### src/rtl/uart_tx_arbiter.sv
// Two-requester UART transmitter: round-robin arbitration picks one byte per
// frame and serialises it as 8N1 (start, 8 data bits LSB first, stop).
module uart_tx_arbiter #(
    parameter int CLKS_PER_BIT = 16
) (
    input  logic       clk,
    input  logic       reset,
    input  logic       req0_valid,
    input  logic [7:0] req0_data,
    output logic       req0_ready,
    input  logic       req1_valid,
    input  logic [7:0] req1_data,
    output logic       req1_ready,
    output logic       tx,
    output logic       busy,
    output logic       grant_id
);

    localparam int BW = (CLKS_PER_BIT > 2) ? $clog2(CLKS_PER_BIT) : 1;
    localparam logic [BW-1:0] BAUD_LAST = BW'(CLKS_PER_BIT - 1);

    typedef enum logic [1:0] {
        IDLE  = 2'd0,
        START = 2'd1,
        DATA  = 2'd2,
        STOP  = 2'd3
    } state_t;

    state_t        state, state_n;
    logic [BW-1:0] baud, baud_n;
    logic [2:0]    bit_idx, bit_idx_n;
    logic [7:0]    data_q, data_n;
    logic          tx_n;
    logic          grant_n;
    logic          ptr, ptr_n;
    logic          win1;
    logic          accept;
    logic          bit_done;

    // Handshake: a byte moves when reqN_valid and reqN_ready are high in the
    // same cycle; ready is offered only in IDLE, only to the winner, never in reset.
    always_comb begin
        win1     = req1_valid & (~req0_valid | ptr);
        accept   = (state == IDLE) & ~reset & (req0_valid | req1_valid);
        bit_done = (baud == BAUD_LAST);
    end

    assign req0_ready = accept & ~win1;
    assign req1_ready = accept & win1;
    assign busy       = (state != IDLE);

    always_comb begin
        state_n   = state;
        baud_n    = baud;
        bit_idx_n = bit_idx;
        data_n    = data_q;
        tx_n      = tx;
        grant_n   = grant_id;
        ptr_n     = ptr;
        case (state)
            IDLE: begin
                tx_n      = 1'b1;
                baud_n    = '0;
                bit_idx_n = 3'd0;
                if (accept) begin
                    state_n = START;
                    data_n  = win1 ? req1_data : req0_data;
                    grant_n = win1;
                    ptr_n   = ~win1;
                    tx_n    = 1'b0;
                end
            end
            START: begin
                baud_n = bit_done ? '0 : baud + BW'(1);
                if (bit_done) begin
                    state_n = DATA;
                    tx_n    = data_q[0];
                end
            end
            DATA: begin
                baud_n = bit_done ? '0 : baud + BW'(1);
                if (bit_done) begin
                    if (bit_idx == 3'd7) begin
                        state_n   = STOP;
                        bit_idx_n = 3'd0;
                        tx_n      = 1'b1;
                    end else begin
                        bit_idx_n = bit_idx + 3'd1;
                        tx_n      = data_q[bit_idx + 3'd1];
                    end
                end
            end
            STOP: begin
                baud_n = bit_done ? '0 : baud + BW'(1);
                if (bit_done) begin
                    state_n = IDLE;
                    tx_n    = 1'b1;
                end
            end
            default: begin
                state_n = IDLE;
                tx_n    = 1'b1;
            end
        endcase
    end

    // tx is computed one cycle ahead so the registered line matches the state.
    always_ff @(posedge clk) begin
        if (reset) begin
            state    <= IDLE;
            baud     <= '0;
            bit_idx  <= 3'd0;
            data_q   <= 8'h00;
            tx       <= 1'b1;
            grant_id <= 1'b0;
            ptr      <= 1'b0;
        end else begin
            state    <= state_n;
            baud     <= baud_n;
            bit_idx  <= bit_idx_n;
            data_q   <= data_n;
            tx       <= tx_n;
            grant_id <= grant_n;
            ptr      <= ptr_n;
        end
    end

endmodule
### config.mk
export PLATFORM = sky130hd
export DESIGN_NAME = uart_tx_arbiter
export DESIGN_NICKNAME = d
export VERILOG_FILES = /design/src/rtl/uart_tx_arbiter.sv
export SDC_FILE = /design/constraint.sdc
export NUM_CORES = 1
export LEC_CHECK = 0
export CAP_MARGIN = 15
export CORE_UTILIZATION = 52
export CTS_CLUSTER_DIAMETER = 80
export CTS_CLUSTER_SIZE = 12
export DETAILED_ROUTE_END_ITERATION = 8
export PLACE_DENSITY = 0.83
export SYNTH_ARGS = -nofsm -noshare
export SYNTH_HDL_FRONTEND = slang
export SYNTH_SLANG_ARGS = --single-unit
### constraint.sdc
create_clock -name clk -period 3.1 [get_ports clk]
set_input_delay 0.93 -clock clk [delete_from_list [all_inputs] [get_ports clk]]
set_output_delay 0.93 -clock clk [all_outputs]
set_load 0.005 [all_outputs]
==> qor.txt <==
GRT Util Overall - 23.3%
Tmin final - 2.97 ns
largest net degree at the start of global routing - 19
Leak - 0.576 nW
fin crit share - 95.9%
port bufs - 24
first-pass GRT wire length - 3550 um
initial antenna violation count - 0
RSZ-0062 raised after global routing - no
Mapped Cells - 106
Die Wd - 46.8 um
Syn Std Cell Area - 0.00104 mm^2
first drt pass iteration count - 4
Fillers - 128
#FFs+latches synth - 20
Max H-tree Level - 1
Nets - 166
P per Cell Area - 644 mW/mm^2
Ports - 25
dpl ws - -0.223 ns
grt ovf - 0
Setup Skew - 0.00427 ns
Rel. slew slack - 68.7%
Synthesized Nets - 133
CTS Buffer Depth - 2
CTS root buf - clkbuf_4
layout cells sized above 1 - 13.8%
Hold Fails Final Rpt - 0
Worst-Margin Slew - 0.469 ns
critical path data arrival time - 2.04 ns
Initial DRC Count - 40
WL final - 2240 um
WHS - 0.491 ns
core region area - 0.00180 mm^2
Max Cap Viol - 0
clock sink count - 20
register area share after synthesis - 38.4%
n_diodes - 0
post-synthesis cell type count - 39
peak fanout along the critical path - 2
row count - 15
f_max - 336 MHz
Routed Antenna Nets - 0
outcome - complete, no violations
vias in the first global route - 864
final setup margin - 0.127 ns
Initial Util - 57.9%
endpoints failing setup - 0
Die H - 46.8 um
DRC viols - 0
setup slack, reg-to-reg - 1.22 ns
Worst Setup End Kind - output pin
TritonCTS clock tree - done
worst hold path class - reg -> reg
Worst-path clk slew - 0.10 ns
vias post-DR - 922
GP Congestion - 0.819
clock latency on the worst-skew pair - 0.29 ns
Worst EP required - 2.17 ns
Max VDD drop - 480 uV
Synth-to-Final Area Change - 34.4%
max-slew violations - 0
yosys warns - 0
CTS buffer count - 3
Setup Crit Path Kind - in -> out
CP startpoint kind - input port
die area - 0.00219 mm^2
syn_area_per_cell - 9.84 um^2
DR WL/cell - 13.8 um
vias per cell - 5.66
hpwl dp - 1760 um
==> stage by stage <==
stage | instance area (um^2) | total power [mW] | TNS (ns) | util (%) | cells
2_1_floorplan | 1040 | 0.618 | 0 | - | 106
3_3_place_gp | 1350 | 0.743 | -0.364 | 74.7 | 158
3_5_place_dp | 1350 | 0.754 | -0.371 | 74.7 | 158
4_1_cts | 1400 | 0.903 | 0 | 77.8 | 163
5_1_grt | 1400 | 0.965 | 0 | 77.8 | 163
6_report | 1400 | 0.903 | 0 | 77.8 | 163
==> final timing paths <==
check / start / end / cells after the start
worst max register to register: bit_idx[0] / tx / 5
worst min register to register: baud[0] / baud[0] / 1
worst min-delay path: baud[0] / baud[0] / 1
worst max-delay path: req1_valid / req1_ready / 4
==> flip-flops by register name (all words and copies together), names as in the netlist <==
| register | cells |
|---|---|
| data_q | 8 |
| baud | 4 |
| bit_idx | 3 |
| state | 2 |
| grant_id | 1 |
| ptr | 1 |
| tx | 1 |
==> layout make-up <==
class / instances / area, um^2 / share of cell area (%)
Tap cell: 25 / 31.3 / 2.23
Sequential cell: 20 / 400 / 28.5
Clock buffer: 4 / 36.3 / 2.59
Inverter: 6 / 22.5 / 1.61
Multi-Input combinational cell: 76 / 612 / 43.6
Timing Repair Buffer: 32 / 300 / 21.4
==> report_power, final <==
| part | leakage (nW) | internal [mW] | switching (mW) |
|---|---|---|---|
| registers | 0.164 | 0.314 | 0.0374 |
| clock network | 0.0210 | 0.0715 | 0.0748 |
| logic | 0.391 | 0.197 | 0.209 |
==> cell families after synthesis <==
| group | Yosys count | synth area share (%) |
|---|---|---|
| fa+ha+maj | 7 | 8.39 |
| compound gates | 28 | 21.7 |
| mux | 9 | 11.4 |
| flops | 20 | 38.4 |
| xor+xnor | 2 | 1.68 |
| buf+inv | 10 | 4.20 |
| simple gates | 30 | 14.3 |
==> critical path, cell delays in order <==
cell and delay [ns]:
clkdlybuf4s50_1 0.49, inv_2 0.06, a2111oi_4 0.28, dlygate4sd2_1 0.28
==> Yosys cell counts, drive strengths merged <==
cell type	number	area, um^2
o21ai	2	10.0
a21oi	6	45.1
o21a	1	7.51
dfxtp	20	400
a221o	1	10.0
nor2	12	45.0
xor2	1	8.76
mux4	2	48.8
mux2i	7	70.1
inv	6	22.5
nand2	1	3.75
and3	2	12.5
nor2b	2	12.5
a31o	1	8.76
a211oi	10	80.1
a21o	1	7.51
nor3	4	20.0
nor4	2	12.5
a222oi	1	10.0
nand3	3	15.0
a2111oi	1	15.0
o311ai	1	8.76
nand4	1	6.26
and2	1	6.26
and4	1	8.76
a22oi	2	15.0
xnor2	1	8.76
buf	4	21.3
a32oi	1	8.76
ha	7	87.6
or3	1	6.26
==> what timing repair did <==
item                       CTS  global route
setup endpoints to repair    2             0
setup buffers                1             0
resized for setup            5             0
hold buffers                 0             0
==> layout by cell type (no fill, tap or decap), types with 4 or more instances in the layout <==
cell type and n:
nor3_1 4, dfxtp_1 20, a211oi_1 9, clkdlybuf4s50_1 21, a21oi_1 4, mux2i_1 7
inv_1 5, nor2_1 12, ha_1 7, buf_4 7
==> per-layer routing <==
layer / track usage [%] / vias to the layer above / wire length [um]
met3: 3.85 / 2 / 113
met4: 9.71 / 0 / 12
met5: 0 / - / 0
met1: 29.0 / 427 / 1020
li1: - / 467 / -
met2: 40.0 / 26 / 1100
Note: power is estimated with default switching activity, not from simulation.
